`config.mk`:
```
export PLATFORM = sky130hd
export DESIGN_NAME = shared_ram_arbiter
export DESIGN_NICKNAME = d
export VERILOG_FILES = /design/src/rtl/shared_ram_arbiter_pkg.sv /design/src/rtl/shared_ram_arbiter_pick.sv /design/src/rtl/shared_ram_arbiter.sv
export SDC_FILE = /design/constraint.sdc
export NUM_CORES = 1
export LEC_CHECK = 0
export ABC_AREA = 1
export CAP_MARGIN = 25
export CORE_ASPECT_RATIO = 0.5
export CORE_MARGIN = 5
export CORE_UTILIZATION = 55
export DETAILED_ROUTE_END_ITERATION = 10
export DONT_BUFFER_PORTS = 1
export GPL_TIMING_DRIVEN = 0
export PLACE_DENSITY = 0.77
export SYNTH_ARGS = -nofsm -noshare
export SYNTH_HDL_FRONTEND = slang
export SYNTH_HIERARCHICAL = 1
export SYNTH_SLANG_ARGS = --single-unit
```
`constraint.sdc`:
```
create_clock -name clk_49m -period 3.9 [get_ports clk_49m]
set_clock_uncertainty 0.05 [all_clocks]
set_input_delay 0.195 -clock clk_49m [delete_from_list [all_inputs] [get_ports clk_49m]]
set_output_delay 0.195 -clock clk_49m [all_outputs]
set_load 0.1 [all_outputs]
```
`src/rtl/shared_ram_arbiter_pkg.sv`:
```
// Shared types and defaults for the two-CPU shared RAM arbiter.
// Imported by the arbiter top and its pick helper.
package shared_ram_pkg;

   localparam int AW_DEF = 11;
   localparam int DW_DEF = 8;

   typedef enum logic [1:0] {IDLE, ISSUE, RDWAIT, ACK} state_t;

   typedef logic port_idx_t;

   localparam port_idx_t PORT0 = 1'b0;
   localparam port_idx_t PORT1 = 1'b1;

endpackage

```
`src/rtl/shared_ram_arbiter_pick.sv`:
```
// Combinational two-way requester pick: round-robin on "last granted",
// or port 0 always wins a tie when fixed priority is selected.
module shram_rr_pick
   import shared_ram_pkg::*;
(
   input  logic      req0,
   input  logic      req1,
   input  port_idx_t last,
   input  logic      fixed,
   output logic      valid,
   output port_idx_t idx
);

   // NOTE: every output is assigned on every path, so no latch is inferred.
   always_comb begin
      valid = req0 | req1;
      if (req0 && req1) begin
         idx = fixed ? PORT0 : port_idx_t'(~last);
      end else begin
         idx = req1 ? PORT1 : PORT0;
      end
   end

endmodule

```
`src/rtl/shared_ram_arbiter.sv`:
```
// Shares one single-port synchronous RAM between the main and sub CPU buses:
// grants one requester at a time, sequences the access, returns ack and data.
module shared_ram_arbiter
   import shared_ram_pkg::*;
#(
   parameter int AW         = AW_DEF,
   parameter int DW         = DW_DEF,
   parameter int RAM_LAT    = 1,
   parameter int PRIO_FIXED = 0
) (
   input  logic          clk_49m,
   input  logic          reset,
   input  logic          req0,
   input  logic          we0,
   input  logic [AW-1:0] addr0,
   input  logic [DW-1:0] wdata0,
   output logic [DW-1:0] rdata0,
   output logic          ack0,
   output logic          wait0,
   input  logic          req1,
   input  logic          we1,
   input  logic [AW-1:0] addr1,
   input  logic [DW-1:0] wdata1,
   output logic [DW-1:0] rdata1,
   output logic          ack1,
   output logic          wait1,
   output logic [AW-1:0] ram_addr,
   output logic [DW-1:0] ram_wdata,
   output logic          ram_we,
   input  logic [DW-1:0] ram_rdata
);

   localparam logic [1:0] LAT_LOAD = 2'(RAM_LAT - 1);
   localparam logic       FIXED    = (PRIO_FIXED != 0);

   state_t        state_q;
   port_idx_t     last_q;
   port_idx_t     grant_q;
   logic [1:0]    cnt_q;
   logic [DW-1:0] rdata0_q, rdata1_q;
   logic          ack0_q, ack1_q;
   logic [AW-1:0] ram_addr_q;
   logic [DW-1:0] ram_wdata_q;
   logic          ram_we_q;

   logic      pick_valid;
   port_idx_t pick_idx;

   shram_rr_pick u_pick (
      .req0  (req0),
      .req1  (req1),
      .last  (last_q),
      .fixed (FIXED),
      .valid (pick_valid),
      .idx   (pick_idx)
   );

   always_ff @(posedge clk_49m or negedge reset) begin
      if (!reset) begin
         state_q     <= IDLE;
         last_q      <= PORT1;
         grant_q     <= PORT0;
         cnt_q       <= '0;
         rdata0_q    <= '0;
         rdata1_q    <= '0;
         ack0_q      <= 1'b0;
         ack1_q      <= 1'b0;
         ram_addr_q  <= '0;
         ram_wdata_q <= '0;
         ram_we_q    <= 1'b0;
      end else begin
         // NOTE: acks default low every clock, so setting one on ACK entry yields a single-cycle pulse.
         ack0_q <= 1'b0;
         ack1_q <= 1'b0;
         case (state_q)
            IDLE: begin
               if (pick_valid) begin
                  grant_q     <= pick_idx;
                  ram_addr_q  <= (pick_idx == PORT1) ? addr1  : addr0;
                  ram_wdata_q <= (pick_idx == PORT1) ? wdata1 : wdata0;
                  ram_we_q    <= (pick_idx == PORT1) ? we1    : we0;
                  state_q     <= ISSUE;
               end
            end
            ISSUE: begin
               ram_we_q <= 1'b0;
               if (ram_we_q) begin
                  ack0_q  <= (grant_q == PORT0);
                  ack1_q  <= (grant_q == PORT1);
                  state_q <= ACK;
               end else begin
                  cnt_q   <= LAT_LOAD;
                  state_q <= RDWAIT;
               end
            end
            RDWAIT: begin
               if (cnt_q == 2'd0) begin
                  if (grant_q == PORT1) rdata1_q <= ram_rdata;
                  else                  rdata0_q <= ram_rdata;
                  ack0_q  <= (grant_q == PORT0);
                  ack1_q  <= (grant_q == PORT1);
                  state_q <= ACK;
               end else begin
                  cnt_q <= cnt_q - 2'd1;
               end
            end
            ACK: begin
               last_q  <= grant_q;
               state_q <= IDLE;
            end
            default: state_q <= IDLE;
         endcase
      end
   end

   assign rdata0    = rdata0_q;
   assign rdata1    = rdata1_q;
   assign ack0      = ack0_q;
   assign ack1      = ack1_q;
   assign wait0     = req0 & ~ack0_q;
   assign wait1     = req1 & ~ack1_q;
   assign ram_addr  = ram_addr_q;
   assign ram_wdata = ram_wdata_q;
   assign ram_we    = ram_we_q;

endmodule

```
# Word level (Yosys, flattened, before mapping)
# Index checks and enable logic that the tools add are counted.
# word_totals
register_bits	44
in_bits	52
output_inout_bits	40
elab_cells	57
# classes
add_sub_neg	1
eq_ne	7
n_mux	20
n_bitwise	7
reduce_logical	11
# ops
op	n
11-bit two-way mux	1
1-bit two-way mux	9
3-bit AND reduction	3
2-bit two-way mux	4
8-bit two-way mux	1
2-bit != test, second input constant	4
2-bit case mux with 4 select lines	1
1-bit case mux with 2 select lines	3
2-bit AND reduction	3
2-bit equality test, second input constant	2
2-bit zero test	2
1-bit NOT	4
2-bit case mux with 2 select lines	1
2-bit nonzero test	2
1-bit bitwise AND	2
2-bit by 1-bit equality test with 1-bit output, second input constant	1
2-bit by 1-bit subtractor with 2-bit output, second input constant	1
1-bit logical AND	1
1-bit OR	1

# Logic depth before layout (Yosys ltp)
# Gate-level depths: netlist of run 1.
# depth
word_depth	5
depth_mapped	10
depth_no_buf	9

# Cells and area by module
# The synthesis of run 1 kept the hierarchy.
# modules_own_cells
module	instances	cells_per_inst	area_each_um2	seq_area_each_um2
shared_ram_arbiter	1	257	2177.1	1102.3
shram_rr_pick	1	7	36.3	0.0

# Least setup slack after synthesis of run 1
# OpenSTA, ideal clock, no wires.
# synth_path
path_kind	reg-to-output
from	reg ack0_q, in the netlist ack0
to	out wait0
t_arrival_ps	2144
required_time_ps	3655
path_slack_ps	1511
path_stages_with_launch	2
n_path_buf	0
cell_sequence	dfrtp_1 > nor2_1
# synth_between
elab_chain_len	2
# synth_rtl
element	line	rtl
from (decl)	shared_ram_arbiter.sv:41	logic ack0_q, ack1_q;
from (signal assigned)	shared_ram_arbiter.sv:88	ack0_q <= (grant_q == PORT0);
from (signal assigned)	shared_ram_arbiter.sv:100	ack0_q <= (grant_q == PORT0);
1-bit NOT	shared_ram_arbiter.sv:120	assign wait0 = req0 & ~ack0_q;
1-bit bitwise AND	shared_ram_arbiter.sv:120	
to (decl)	shared_ram_arbiter.sv:19	output logic wait0,
# No other way between the ends.

# Final worst setup path of run 1
# layout_path
from	reg ack1_q, in the netlist ack1
to	out wait1
# layout_between
elab_chain_len	2
# layout_rtl
element	line	rtl
from (decl)	shared_ram_arbiter.sv:41	
from (signal assigned)	shared_ram_arbiter.sv:89	ack1_q <= (grant_q == PORT1);
from (signal assigned)	shared_ram_arbiter.sv:101	ack1_q <= (grant_q == PORT1);
1-bit NOT	shared_ram_arbiter.sv:121	assign wait1 = req1 & ~ack1_q;
1-bit bitwise AND	shared_ram_arbiter.sv:121	
to (decl)	shared_ram_arbiter.sv:26	output logic wait1,
# No other way between the ends.

==> impl_metrics.csv, run 1 <==
group,metric,value,unit
run_status,outcome,"complete, no violations",
place,hpwlAfterDp,3717,um
global_route,grt-ovfl-total,0,
routing,wl_per_cell,15.19,um
yosys,postSynthAreaPerCell,8.384,um2
cts,cts_setup_buffers,0,
place,portBuffers,0,
place,dp_slack,1.925,ns
global_route,antenna_found_initial,0,
cts,clock_path_buffers,2,
critical_path,critical_path_buf_inv_count,0,
global_route,use_met3,0.08270,
sta,fin_crit,2.283,ns
global_route,grt_pass1_vias,1628,
critical_path,critical_path_class,"reg2out",
cts,cts_buffers,5,
cts,clock_latency,0.29,ns
sta,setup_viol,0,
cts,root_buffer,"clkbuf_8",
critical_path,slowest_delay,0.99,ns
sta,fmax,0.4381,GHz
yosys,synthesis.nets,322,
layout,drive_above_1_share,0.1679,
sta,tns,0,ns
global_route,grtUsageMet1,0.2091,
routing,dr.pass1.iters,4,
floorplan,die_x,99.72,um
routing,vias,1700,
yosys,synthDistinctLibCells,21,
yosys,netlist_area,2213,um2
floorplan,start_util,0.5699,
sta,tightest_slew,1.059,ns
layout,area_delta_synth_final,10.01,%
critical_path,path_delay_family,"simple AND/OR/NAND/NOR gates",
critical_path,path_cells,"nor2_2",
global_route,grt_pass1_wl,7748,um
yosys,ys_seq_elements,44,
yosys,synth_warnings,6,
yosys,postSynthCellCount,264,
cts,htree_levels,2,
global_route,grt_max_degree,45,
layout,post-route-util,0.6269,
floorplan,rows,16,
sta,timing_hold_violations_final,0,
floorplan,pin_count,92,
yosys,yosysSeqAreaShare,0.4980,
floorplan,die_height,54.86,um
floorplan,core,3884,um2
cts,hold_buffers,2,
cts,path_clk_slew,0.08,ns
cts,cts.repair.resized,0,
sta,drv_slew,0,
flow_run,maxCapViolations,0,
routing,drc,0,
routing,finalWirelength,4983,um
critical_path,critPathSlowestCell,"nor2_2",
routing,antenna_left,0,
critical_path,cp.required,3.65,ns
critical_path,crit_fanout,2,
cts,cts_sinks,44,
global_route,grt.busiest_layer,"met2",
sta,fin_crit_sh,0.5853,
layout,fin_nets,331,
cts,cts_tree,"built",
global_route,track_usage,0.1865,
critical_path,cp-start-kind,"flip-flop",
place,place_congestion,0.8128,
floorplan,die-area,5470,um2
sta,postLayoutSetupSlackWorst,1.617,ns
critical_path,end_kind,"primary output",
critical_path,arrival,2.04,ns
sta,rsz0062_at_grt,"false",
layout,antenna_cells,0,
global_route,use_met2,0.3344,
min_path,hold_class,"in2reg",
routing,drtIter0Drc,45,
sta,slew_headroom,0.2934,
routing,vias_per_cell,5.183,
==> path summary, 6_finish.rpt <==
| check | startpoint | end | slack, ns | cells past startpoint |
|---|---|---|---|---|
| max in group asynchronous | reset | last_q | 3.19 | 2 |
| min in group asynchronous | reset | rdata1[1] | 0.34 | 2 |
| min | addr1[8] | ram_addr[8] | 0.01 | 2 |
| min reg2reg | cnt_q[1] | cnt_q[1] | 0.47 | 2 |
| max | ack1 | wait1 | 1.62 | 1 |
| max reg2reg | ram_we | cnt_q[1] | 2.19 | 4 |
==> cells in the final DEF (no fill, tap or decap), types with 4 or more instances in the layout <==
master / n
ha_1: 6
buf_2: 6
nand2_2: 4
nand3_1: 10
dfrtp_1: 43
nand2_1: 96
nor2_1: 6
clkbuf_8: 5
o21ai_2: 16
inv_1: 42
o211ai_1: 19
==> metal layers <==
metal	share of wire	vias to the layer above	wire length (um)
met5	0	-	0
met4	0.0088	0	44
met3	0.080	7	400
met2	0.50	55	2499
met1	0.41	802	2039
li1	-	836	-
==> synth_stat cells <==
master	number	area share
nand2_1	96	0.16
dfrtp_1	43	0.49
inv_1	42	0.071
o211ai_1	19	0.064
o21ai_2	16	0.063
nand3_1	10	0.023
nor2_1	8	0.014
buf_2	6	0.014
ha_1	6	0.034
nand2_2	4	0.011
buf_4	2	0.0068
buf_6	2	0.010
nand3_2	2	0.0090
a21oi_1	1	0.0023
conb_1	1	0.0017
dfstp_2	1	0.012
inv_2	1	0.0017
nand3b_1	1	0.0034
nor2_4	1	0.0051
o21ai_0	1	0.0023
or2_1	1	0.0028
==> layout make-up <==
class	instances	area, um2
Sequential cell	44	1102
Clock inverter	3	42.54
Clock buffer	5	68.82
Buffer	10	67.56
Fill cell	340	1449
Timing Repair Buffer	2	37.54
Tap cell	54	67.56
Multi-Input combinational cell	167	887.1
Inverter	43	161.4
==> state kept, by name, summed over array words and instances (netlist names), 2 cells and up <==
name and cells:
rdata0 8, ram_wdata 8, cnt_q 2, state_q 2
rdata1 8, ram_addr 11
==> metrics by stage <==
stage	hold slack, ns	instance area, um2	instances
3_3_place_gp	-0.1498	2281	318
3_5_place_dp	-0.1498	2286	318
5_1_grt	0.0009271	2435	328
2_1_floorplan	-0.1506	2213	264
6_report	0.01127	2435	328
4_1_cts	0.007227	2435	328
==> cells by family after synthesis <==
logic type | share of synthesized area
other cells | 0.001694
simple gates | 0.2306
fa+ha+maj | 0.03392
buf+inv | 0.1034
compound gates | 0.1323
flops | 0.4980
Power of run 1 is left out: the tool's default activity adds up to more than one toggle a clock period on the data nets, which glitch-free logic cannot reach.
==> run 2: changes to the inputs <==
PLACE_DENSITY = 0.8   (was 0.77)
clock period = 1.94 ns   (was 3.9 ns; I/O delays follow)
==> impl_metrics.csv, run 2 (synthesis gave the netlist of run 1 again) <==
group,metric,value,unit
run_status,outcome,"complete, but fails checks",
run_status,failed_checks,"negative hold slack",
sta,tightest_slew,0.9596,ns
routing,dr.pass1.iters,5,
global_route,grt_pass1_wl,9915,um
floorplan,rows,16,
min_path,hold_class,"in2reg",
floorplan,die_x,99.72,um
critical_path,timing.reg2reg.worst_path_depth,4,
floorplan,die_height,54.86,um
place,dp_slack,0.06075,ns
flow_run,maxCapViolations,0,
routing,vias_per_cell,5.499,
sta,slew_headroom,0.3603,
global_route,grt_pass1_vias,2082,
place,dp.cells,318,
routing,wirelength_met1,2189,um
layout,fin_nets,374,
routing,route.met3.wl,549,um
sta,postLayoutSetupSlackWorst,0.05056,ns
cts,clock_latency,0.29,ns
critical_path,path_cells,"nor2_4",
cts,htree_levels,2,
layout,antenna_cells,0,
routing,drc,0,
global_route,grt_max_degree,45,
cts,clock_path_buffers,2,
cts,cts_tree,"built",
place,place_congestion,0.8542,
place,hpwlAfterDp,3795,um
routing,met2_length,3154,um
layout,fin_cells,371,
global_route,grt-ovfl-total,0,
cts,cts_sinks,44,
layout,largest_reg_flops,11,
critical_path,rrSetupSlack,0.27,ns
layout,drive_above_1_share,0.1451,
sta,drv_slew,0,
floorplan,die-area,5470,um2
critical_path,end_kind,"primary output",
min_path,whs_path_depth,4,
routing,vias,2040,
critical_path,cp.required,1.79,ns
floorplan,core,3884,um2
sta,hold_slack,-0.002923,ns
cts,cts_buffers,5,
floorplan,pin_count,92,
routing,antenna_left,0,
critical_path,slowest_delay,0.76,ns
critical_path,rr_endpoint,"cnt_q[1]",
place,portBuffers,0,
sta,fmax,0.5293,GHz
sta,fin_crit_sh,0.9739,
routing,routed.top_layer,"met4",
critical_path,path_delay_family,"flip-flops",
critical_path,crit_fanout,2,
sta,timing_hold_violations_final,1,
min_path,holdPathEnd,"ram_addr[7]",
critical_path,critical_path_buf_inv_count,0,
critical_path,cp-start-kind,"flip-flop",
layout,final_area,2854,um2
floorplan,start_util,0.5699,
global_route,antenna_found_initial,0,
routing,finalWirelength,6161,um
critical_path,arrival,1.74,ns
sta,fin_crit,1.889,ns
routing,wl_per_cell,16.61,um
routing,drtIter0Drc,179,
cts,path_clk_slew,0.08,ns
cts,root_buffer,"clkbuf_8",
critical_path,reg2reg_from,"ram_we",
layout,final_common_cell,"nand2_1",
min_path,hold_start,"addr0[7]",
sta,setup_viol,0,
place,dpl-instance-area,2286,um2
layout,area_delta_synth_final,28.94,%
sta,tns,0,ns
critical_path,critPathSlowestCell,"dfrtp_1",
layout,final_cell_mix,"nand2_1, dlygate4sd3_1, dfrtp_1",
global_route,track_usage,0.2395,
critical_path,critical_path_class,"reg2out",
sta,rsz0062_at_grt,"false",
[run 2: changes by cell type in the layout (fill, tap and decap cells not counted)]
cell / before / now
bufinv_16: 1 / 0
nor2_2: 2 / 0
nor2_4: 1 / 3
clkinvlp_4: 1 / 2
clkinv_2: 1 / 0
dlygate4sd3_1: 1 / 44
clkbuf_8: 5 / 6
buf_16: 1 / 0
buf_12: 0 / 1
[run 2: final cells by class]
| type | count | area, um2 |
|---|---|---|
| Clock buffer | 6 | 82.58 |
| Multi-Input combinational cell | 167 | 897.1 |
| Timing Repair Buffer | 45 | 460.4 |
| Tap cell | 54 | 67.56 |
| Clock inverter | 2 | 15.01 |
| Sequential cell | 44 | 1102 |
| Inverter | 43 | 161.4 |
| Buffer | 10 | 67.56 |
| Fill cell | 263 | 1030 |
[run 2: layer usage]
metal / vias up / track usage
met2: 138 / 0.4294
met4: 0 / 0.1429
met3: 32 / 0.07634
met5: - / 0
li1: 922 / -
met1: 948 / 0.2586
[run 2: how the worst max path moves through the flow]
stage,start,end,cells past startpoint
after floorplan,ack0,wait0,1
after global placement,ack0,wait0,1
after detailed placement,ack1,wait1,1
after CTS,ack1,wait1,1
after global routing,ack1,wait1,1
final,ack1,wait1,1
[run 2: timing repair]
item | in CTS | in global routing
gates resized for setup | 2 | 0
setup endpoints to repair | 2 | 0
hold endpoints to repair | 80 | 0
hold buffers | 45 | 0
setup buffers | 0 | 0
[run 2: worst register-to-register path, stage by stage, from the launching register on]
cell and delay, ns:
dfrtp_1 0.97, nand2_1 0.27, nand3_1 0.17, nand3_1 0.08
nand2_1 0.07
[run 2: stage by stage]
step                utilization  hold slack, ns
floorplan                     -         -0.2486
detailed placement       0.5886         -0.2478
CTS                      0.7349        0.006939
finish                   0.7349       -0.002923
global route             0.7349         0.02359
global placement         0.5886         -0.2476
Power of run 2 is left out for the same reason.
